===== src/rtl/rom_dl_pkg.sv =====
// Shared types and constants for the ROM download sequencer.
// REGION_BASE follows the Ultra Tank ROM map.
package rom_dl_pkg;

    typedef enum logic [2:0] {
        BOOT = 3'd0,
        LOAD = 3'd1,
        HOLD = 3'd2,
        RUN  = 3'd3,
        RST  = 3'd4,
        ERR  = 3'd5
    } state_t;

    localparam int unsigned MAP_REGIONS = 4;

    // Index 0 is the program ROM; each region ends where the next one begins.
    localparam logic [MAP_REGIONS-1:0][15:0] REGION_BASE = {
        16'h2600,   // sync PROM
        16'h2400,   // motion objects
        16'h2000,   // playfield
        16'h0000    // program
    };

    function automatic int unsigned cnt_width(input int unsigned a, input int unsigned b);
        int unsigned m;
        m = (a > b) ? a : b;
        return (m > 1) ? $clog2(m) : 1;
    endfunction

    localparam int unsigned CNT_W = cnt_width(1024, 16);

endpackage


===== src/rtl/rom_rgn_decode.sv =====
// Combinational ROM region decoder: byte address to one-hot region select.
// The final region is bounded by the total ROM size.
module rom_rgn_decode
    import rom_dl_pkg::*;
#(
    parameter int unsigned NREG         = 4,
    parameter int unsigned EXPECT_BYTES = 10240
) (
    input  logic [24:0]     addr,
    output logic [NREG-1:0] sel
);

    logic [NREG:0][24:0] bound;

    always_comb begin
        bound = '0;
        for (int unsigned i = 0; i < NREG; i++) begin
            bound[i] = 25'(REGION_BASE[i]);
        end
        bound[NREG] = 25'(EXPECT_BYTES);

        sel = '0;
        for (int unsigned i = 0; i < NREG; i++) begin
            sel[i] = (addr >= bound[i]) && (addr < bound[i+1]);
        end
    end

endmodule


===== src/rtl/rom_dl_sequencer.sv =====
// Bridges the ioctl ROM download bus to the core's dn_* port and sequences
// core reset around downloads and user reset requests.
module rom_dl_sequencer
    import rom_dl_pkg::*;
#(
    parameter int unsigned EXPECT_BYTES = 10240,
    parameter int unsigned POST_HOLD    = 1024,
    parameter int unsigned MIN_RST      = 16,
    parameter int unsigned NREG         = 4
) (
    input  logic            clk_sys,
    input  logic            reset,
    input  logic            ioctl_download,
    input  logic            ioctl_wr,
    input  logic [24:0]     ioctl_addr,
    input  logic [7:0]      ioctl_dout,
    input  logic            rst_req,
    output logic [15:0]     dn_addr,
    output logic [7:0]      dn_data,
    output logic            dn_wr,
    output logic [NREG-1:0] rgn_sel,
    output logic            core_reset,
    output logic            rom_ok,
    output logic            size_err,
    output logic [15:0]     byte_cnt
);

    localparam int unsigned CW = cnt_width(POST_HOLD, MIN_RST);

    state_t          state, state_nxt;
    logic [CW-1:0]   cnt, cnt_nxt;
    logic            dl_prev, rst_prev, ovf;
    logic            dl_rise, dl_fall, in_range, accept, over_wr, cnt_zero;
    logic [NREG-1:0] rgn_dec;

    assign dl_rise  = ioctl_download & ~dl_prev;
    assign dl_fall  = ~ioctl_download & dl_prev;
    assign in_range = (ioctl_addr < 25'(EXPECT_BYTES));
    assign accept   = ioctl_wr & ioctl_download & in_range;
    assign over_wr  = ioctl_wr & ioctl_download & ~in_range;
    assign cnt_zero = (cnt == '0);

    rom_rgn_decode #(
        .NREG         (NREG),
        .EXPECT_BYTES (EXPECT_BYTES)
    ) u_rgn_decode (
        .addr (ioctl_addr),
        .sel  (rgn_dec)
    );

    always_ff @(posedge clk_sys or posedge reset) begin
        if (reset) begin
            state <= BOOT;
            cnt   <= '0;
        end else begin
            state <= state_nxt;
            cnt   <= cnt_nxt;
        end
    end

    always_comb begin
        state_nxt = state;
        cnt_nxt   = cnt;
        if (dl_rise) begin
            state_nxt = LOAD;
        end else begin
            case (state)
                LOAD: begin
                    if (dl_fall) begin
                        if (byte_cnt == 16'(EXPECT_BYTES) && !ovf) begin
                            state_nxt = HOLD;
                            cnt_nxt   = CW'(POST_HOLD - 1);
                        end else begin
                            state_nxt = ERR;
                        end
                    end
                end
                HOLD: begin
                    if (cnt_zero) state_nxt = RUN;
                    else          cnt_nxt   = cnt - 1'b1;
                end
                RUN: begin
                    if (rst_req) begin
                        state_nxt = RST;
                        cnt_nxt   = CW'(MIN_RST - 1);
                    end
                end
                RST: begin
                    // Release needs two consecutive low samples, so a held
                    // request is outlasted by one cycle.
                    if (!cnt_zero)                 cnt_nxt   = cnt - 1'b1;
                    else if (!rst_req && !rst_prev) state_nxt = RUN;
                end
                BOOT, ERR: ;
                default: state_nxt = BOOT;
            endcase
        end
    end

    always_ff @(posedge clk_sys or posedge reset) begin
        if (reset) begin
            dl_prev    <= 1'b0;
            rst_prev   <= 1'b0;
            dn_wr      <= 1'b0;
            dn_addr    <= '0;
            dn_data    <= '0;
            rgn_sel    <= '0;
            core_reset <= 1'b1;
            byte_cnt   <= '0;
            ovf        <= 1'b0;
            rom_ok     <= 1'b0;
            size_err   <= 1'b0;
        end else begin
            dl_prev    <= ioctl_download;
            rst_prev   <= rst_req;
            dn_wr      <= accept;
            rgn_sel    <= accept ? rgn_dec : '0;
            core_reset <= (state_nxt != RUN);
            if (accept) begin
                dn_addr <= ioctl_addr[15:0];
                dn_data <= ioctl_dout;
            end
            if (dl_rise) begin
                // A write coinciding with the download edge still counts.
                byte_cnt <= accept ? 16'd1 : 16'd0;
                ovf      <= over_wr;
                rom_ok   <= 1'b0;
                size_err <= 1'b0;
            end else begin
                if (accept && byte_cnt != '1) byte_cnt <= byte_cnt + 16'd1;
                if (over_wr)                  ovf      <= 1'b1;
                if (state == LOAD && dl_fall) begin
                    if (state_nxt == HOLD) rom_ok   <= 1'b1;
                    else                   size_err <= 1'b1;
                end
            end
        end
    end

endmodule


===== config.mk =====
export PLATFORM = sky130hd
export DESIGN_NAME = rom_dl_sequencer
export DESIGN_NICKNAME = d
export VERILOG_FILES = /design/src/rtl/rom_dl_pkg.sv /design/src/rtl/rom_rgn_decode.sv /design/src/rtl/rom_dl_sequencer.sv
export SDC_FILE = /design/constraint.sdc
export NUM_CORES = 1
export LEC_CHECK = 0
export ABC_AREA = 1
export BUFFER_PORTS_ARGS = -buffer_cell sky130_fd_sc_hd__buf_2
export CAP_MARGIN = 20
export CORE_ASPECT_RATIO = 1.75
export CORE_UTILIZATION = 58
export CTS_CLUSTER_DIAMETER = 200
export CTS_CLUSTER_SIZE = 14
export DETAILED_ROUTE_END_ITERATION = 8
export HOLD_SLACK_MARGIN = 0.08
export PLACE_DENSITY = 0.9
export SKIP_CTS_REPAIR_TIMING = 1
export SLEW_MARGIN = 15
export SYNTH_ARGS = -nofsm -noshare
export SYNTH_HDL_FRONTEND = slang
export SYNTH_SLANG_ARGS = --single-unit

===== constraint.sdc =====
create_clock -name clk_sys -period 3.55 [get_ports clk_sys]
set_input_delay 0.355 -clock clk_sys [delete_from_list [all_inputs] [get_ports clk_sys]]
set_output_delay 0.355 -clock clk_sys [all_outputs]
set_load 0.05 [all_outputs]

* Word level (Yosys, flattened, before mapping)
Index checks and enable logic that the tools add are counted.
** Word-level totals
- Output and inout port bits :: 48
- Word-level logic and storage cells :: 94
- Flip-flop bits (word level) :: 64
** Operators by class
- $add $sub $neg :: 2
- Equality and inequality tests :: 14
- Bitwise operators :: 9
- Muxes and demuxes :: 25
- Reductions and logical operators :: 23
- Magnitude comparators :: 8
** Operators by type and width (number)
- 25-bit by 14-bit less-than comparator with 1-bit output, second input constant :: 4
- 25-bit by 14-bit >= comparator with 1-bit output, second input constant :: 3
- 10-bit two-way mux :: 4
- 16-bit two-way mux :: 2
- 10-bit one-hot mux with 3 select lines :: 1
- 25-bit by 1-bit >= comparator with 1-bit output, second input constant :: 1
- 3-bit two-way mux :: 7
- 16-bit by 1-bit adder with 16-bit output, second input constant :: 1
- 16-bit by 14-bit == test with 1-bit output, second input constant :: 1
- 16-bit inequality test, second input constant :: 1
- 3-bit one-hot mux with 5 select lines :: 1
- 10-bit logical NOT :: 1
- 2-bit inequality test, second input constant :: 5
- 10-bit by 1-bit subtractor with 10-bit output, second input constant :: 1
- 3-bit by 2-bit == test with 1-bit output, second input constant :: 3
- 1-bit two-way mux :: 9
- 1-bit logical AND :: 8
- 2-bit nonzero test :: 4
- 3-bit == test, second input constant :: 2
- 6-bit AND reduction :: 1
- 1-bit bitwise AND :: 5
- 4-bit two-way mux :: 1
- 1-bit inverter :: 4
- 2-bit AND reduction :: 2
- other kinds (6) :: 9

* Logic depth before layout (Yosys ltp)
- Word-level depth :: 10
- Gate-level depth with buffers :: 12

* Modules after synthesis
Synthesis repeated with hierarchy kept, for this count alone.
** Unflattened totals
- Cells, all modules :: 507
- Area, all modules :: 3601.0 um2
** By module, submodules not included
- rom_dl_sequencer :: times used 1, area an instance 3464.6 um2, cells an instance 476
- rom_rgn_decode :: times used 1, area an instance 136.4 um2, cells an instance 31

* Worst setup path before layout
OpenSTA, ideal clock, no wires.
- Path type :: reg-to-reg
- Start point :: register byte_cnt[0]
- End point :: register byte_cnt[3]
- Buffers on the path :: 1
- Clock period less this slack :: 1.862 ns
- Required time :: 3.483 ns
- Stages on the path, launching flop included :: 9
- Slack :: 1.688 ns
- Arrival :: 1.795 ns
- Setup time :: 0.067 ns
- Path through :: dfrtp_1 ha_1 nand2_1 nor2_4 nand4_4 nand2_4 buf_12 nand3_1 nand2_1
** Between the ends
- Longest elaborated chain between the ends :: 3
** Ends and longest elaborated chain
- start, declared :: RTL line rom_dl_sequencer.sv:25 : output logic [15:0] byte_cnt
- start signal, assigned :: RTL line rom_dl_sequencer.sv:125 : byte_cnt <= accept ? 16'd1 : 16'd0;
- start signal, assigned :: RTL line rom_dl_sequencer.sv:130 : if (accept && byte_cnt != '1) byte_cnt <= byte_cnt + 16'd1;
- 16-bit by 1-bit adder with 16-bit output / 16-bit inequality test (equally long branches) :: RTL line rom_dl_sequencer.sv:130
- 16-bit two-way mux / 1-bit logical AND (equally long branches) :: RTL line rom_dl_sequencer.sv:130
- 16-bit two-way mux / 2-bit nonzero test (equally long branches)
Parallel ways exist; a longest one is shown, timed or not. The select of a mux whose other input is x is not followed.
A chain may end at the register's enable or synchronous reset.

* Worst setup path after layout
- Start point :: register byte_cnt[0]
- End point :: register cnt[9]
** Between the ends
- Longest elaborated chain between the ends :: 4
** Ends and longest elaborated chain
- 16-bit by 14-bit == test with 1-bit output :: RTL line rom_dl_sequencer.sv:70 : if (byte_cnt == 16'(EXPECT_BYTES) && !ovf) begin
- 1-bit logical AND :: RTL line rom_dl_sequencer.sv:70
- 2-bit inequality test (no line)
- 6-bit AND reduction (no line)
- end signal, assigned :: RTL line rom_dl_sequencer.sv:57 : cnt <= cnt_nxt;
- end, declared :: RTL line rom_dl_sequencer.sv:31 : logic [CW-1:0] cnt, cnt_nxt;
No other way between the ends.

==> results.md <==
- Sw Ratio: 39.1%
- Antenna cells: 0
- # setup viols final: 0
- Clock power share: 26.8%
- #FFs+latches synth: 64
- Horiz. Die Dim: 61.9 um
- RSZ-0062 raised after global routing: false
- Hold/Removal Path Class: input pin to flip-flop
- Min cycle time layout: 1970 ps
- Logic gate share of total power: around a third
- Fin Setup TNS: 0 ps
- Mean post-synth cell area: between 7 and 8 um2
- Pre-antenna DRT Iters: 5
- Die ar.: about 6600 um2
- EDFF count, synth: 0
- Fmax: around 500 MHz
- Yosys top cell by area: dfrtp_1
- Post-synth top area share: 43.3%
- Synthesis-to-layout area growth: 19.2%
- CTS buffer count: 9
- Port buffer count: 85
- Die H: 107 um
- Final WL: 9450 um
- Yosys Warn Count: 0
- Ports: 86
- DR WL/cell: 13.9 um
- Worst EP required: 3780 ps
- Layout cells sized above 1: between 20% and 30%
- Gr usage total: between 30% and 40%
- Power density cells: 527 nW/um2
- Post-synthesis sequential area ratio: between 40 and 50%
- Worst slew margin: 54.6%
- Antenna violations before repair: 0
- FP Rows: 37
- CTS Buffer Depth: 2
- Routed Antenna Nets: 0
- Critical Path AT: 2200 ps
- Maxcap violations: 0
- Worst-Margin Slew: roughly 670 ps
- Crit start category: flip-flop
- Initial core utilization: 60.9%
- Detailed placement HPWL: 6890 um
- Vias in the first global route: 3614
- Internal power: 1.39 mW
- Reg power frac: a little over two fifths
- Synth cell types: 30
- Sw power: 0.895 mW
- TritonCTS Sinks: 64
- Htree depth: 3
- Clk slew on worst S/H paths: 70 ps
- Worst setup EP type: flip-flop
- Total Power: 2.29 mW
- Fillers: 440
- Fin nets: 638
- Starting DRT DRC Count: 219
- RD Place Congestion: 0.875
- Ys flop type: dfrtp_1
- CTS tree: done
- Core area: about 6000 um2
- Clk Latency, worst-skew pair: 350 ps
- Clk_skew: roughly 9.9 ps
- Asr flop ratio synth: between 90% and 100%
- Root Buffer: clkbuf_8
- Max Slew Vio Count: 0
- Crit path max fanout: 11
- Status: complete, no violations
- Cells after Synth: 507
- Via Count: 3663
- WS Path Type: flip-flop to flip-flop
- Synth Net Count: around 550
- Largest net degree at the start of global routing: 52
- Drt drc: 0
- Global-route wire length before repair: between 15000 and 20000 um
- Top cells by area, synth: dfrtp_1 43%, nand2_1 19%, nand3_1 7.7%
- Final period util: 55.6%
- Max VDD drop: roughly 0.30 mV
- Synth Cell Area: 3640 um2
- Pleak: about 2.5 nW
- Overflow left after global routing: 0
- Drt via density: 5.39
- Fin. Hold Viols: 0
-- power groups by stage --
stage               clock network, mW  registers [mW]  logic (mW)
finish                          0.613           0.955       0.720
floorplan                           0           0.982       0.487
detailed placement                  0           0.962       0.694
global route                    0.647           0.969       0.838
global placement                    0           0.954       0.668
CTS                             0.623           0.949       0.705
-- registers in the layout (all words and copies together), names as in the netlist --
| signal | cells |
|---|---|
| byte_cnt | 16 |
| dn_addr | 16 |
| cnt | 10 |
| dn_data | 8 |
| rgn_sel | 4 |
| state | 3 |
| core_reset | 1 |
| dl_prev | 1 |
| dn_wr | 1 |
| ovf | 1 |
| rom_ok | 1 |
| rst_prev | 1 |
| size_err | 1 |
-- layout by cell type, fill, tap and decap left out --
cell type | synthesis | layout
a21bo_2 | 1 | 1
a21oi_1 | 3 | 3
a21oi_2 | 1 | 1
buf_12 | 1 | 1
buf_2 | 6 | 85
buf_4 | 1 | 4
bufinv_16 | 0 | 1
clkbuf_1 | 5 | 3
clkbuf_8 | 0 | 10
clkinv_2 | 1 | 2
clkinvlp_4 | 0 | 1
dfrtp_1 | 63 | 63
dfstp_2 | 1 | 1
dlygate4sd3_1 | 0 | 1
ha_1 | 4 | 4
inv_1 | 52 | 51
inv_2 | 0 | 1
nand2_1 | 187 | 187
nand2_2 | 1 | 1
nand2_4 | 2 | 2
nand3_1 | 56 | 56
nand3_2 | 6 | 6
nand3_4 | 2 | 2
nand3b_1 | 1 | 1
nand4_1 | 8 | 8
nand4_4 | 1 | 1
nor2_1 | 72 | 72
nor2_2 | 3 | 3
nor2_4 | 2 | 2
nor3_1 | 4 | 4
o21ai_0 | 10 | 10
o21bai_1 | 1 | 1
o22ai_1 | 1 | 1
xnor2_1 | 3 | 3
xor2_1 | 8 | 8
-- through the flow --
stage | instance area [um2] | util [%] | setup slack [ps] | hold WS, ps | std cells
floorplan | 3640 | - | 1600 | 386 | 507
global placement | 4120 | 68.9 | 1690 | 457 | 661
detailed placement | 4120 | 68.9 | 1610 | 460 | 661
CTS | 4310 | 72.1 | 1630 | 151 | 677
global route | 4340 | 72.6 | 1310 | 163 | 679
finish | 4340 | 72.6 | 1580 | 169 | 679
-- per-layer routing --
layer | up-vias | GRT usage, % | part of all wire (%)
met5 | - | 0 | 0
met4 | 0 | 21.1 | 4.5
met2 | 150 | 53.0 | 55
met3 | 43 | 11.2 | 5.6
li1 | 1759 | - | -
met1 | 1711 | 30.7 | 35
-- layout make-up --
| type | instances | area [um2] | area share [%] |
|---|---|---|---|
| Sequential cell | 64 | 1600 | 36.9 |
| Inverter | 53 | 200 | 4.61 |
| Multi-Input combinational cell | 377 | 1760 | 40.6 |
| Tap cell | 78 | 97.6 | 2.25 |
| Clock inverter | 3 | 42.5 | 0.981 |
| Timing Repair Buffer | 91 | 485 | 11.2 |
| Clock buffer | 13 | 149 | 3.43 |
-- cell usage after synthesis (2+ instances only) --
cell type and count:
nor2_2 3, buf_2 6, o21ai_0 10, nand3_1 56, a21oi_1 3, inv_1 52
dfrtp_1 63, xnor2_1 3, nand3_2 6, clkbuf_1 5, nor2_1 72, ha_1 4
nand4_1 8, nand3_4 2, nor2_4 2, nand2_4 2, nand2_1 187, nor3_1 4
xor2_1 8
-- path summary, 6_finish.rpt --
path | from | endpoint | depth (start not counted) | slack, ps
max | byte_cnt[0] | cnt[9] | 11 | 1580
min | rst_req | rst_prev | 1 | 170
max reg2reg | byte_cnt[0] | cnt[9] | 11 | 1580
min reg2reg | dn_addr[14] | dn_addr[14] | 2 | 470
max in group asynchronous | reset | dn_data[3] | 5 | 2300
min in group asynchronous | reset | byte_cnt[0] | 3 | 510
-- kinds of logic (layout without fill, tap and decap cells) --
logic type                 count (synthesis)  count (layout)  synth area share (%)
adders and majority gates                  4               4                  1.38
buffers and inverters                     66             160                  7.60
xor gates and xnor gates                  11              11                  2.65
and+or+nand+nor                          345             345                  41.7
DFF                                       64              64                  44.0
AOI/OAI and AO/OA                         17              17                  2.68
-- critical path: stages (launching register included) --
cell	delay, ps
dfrtp_1	440
inv_1	150
ha_1	170
inv_1	50
nor2_1	80
nand2_1	70
nor2_1	90
nand3_1	70
nand2_1	320
nand3_4	200
nand2_1	150
nand2_1	70
No activity file was read; power rests on OpenSTA's default activity.
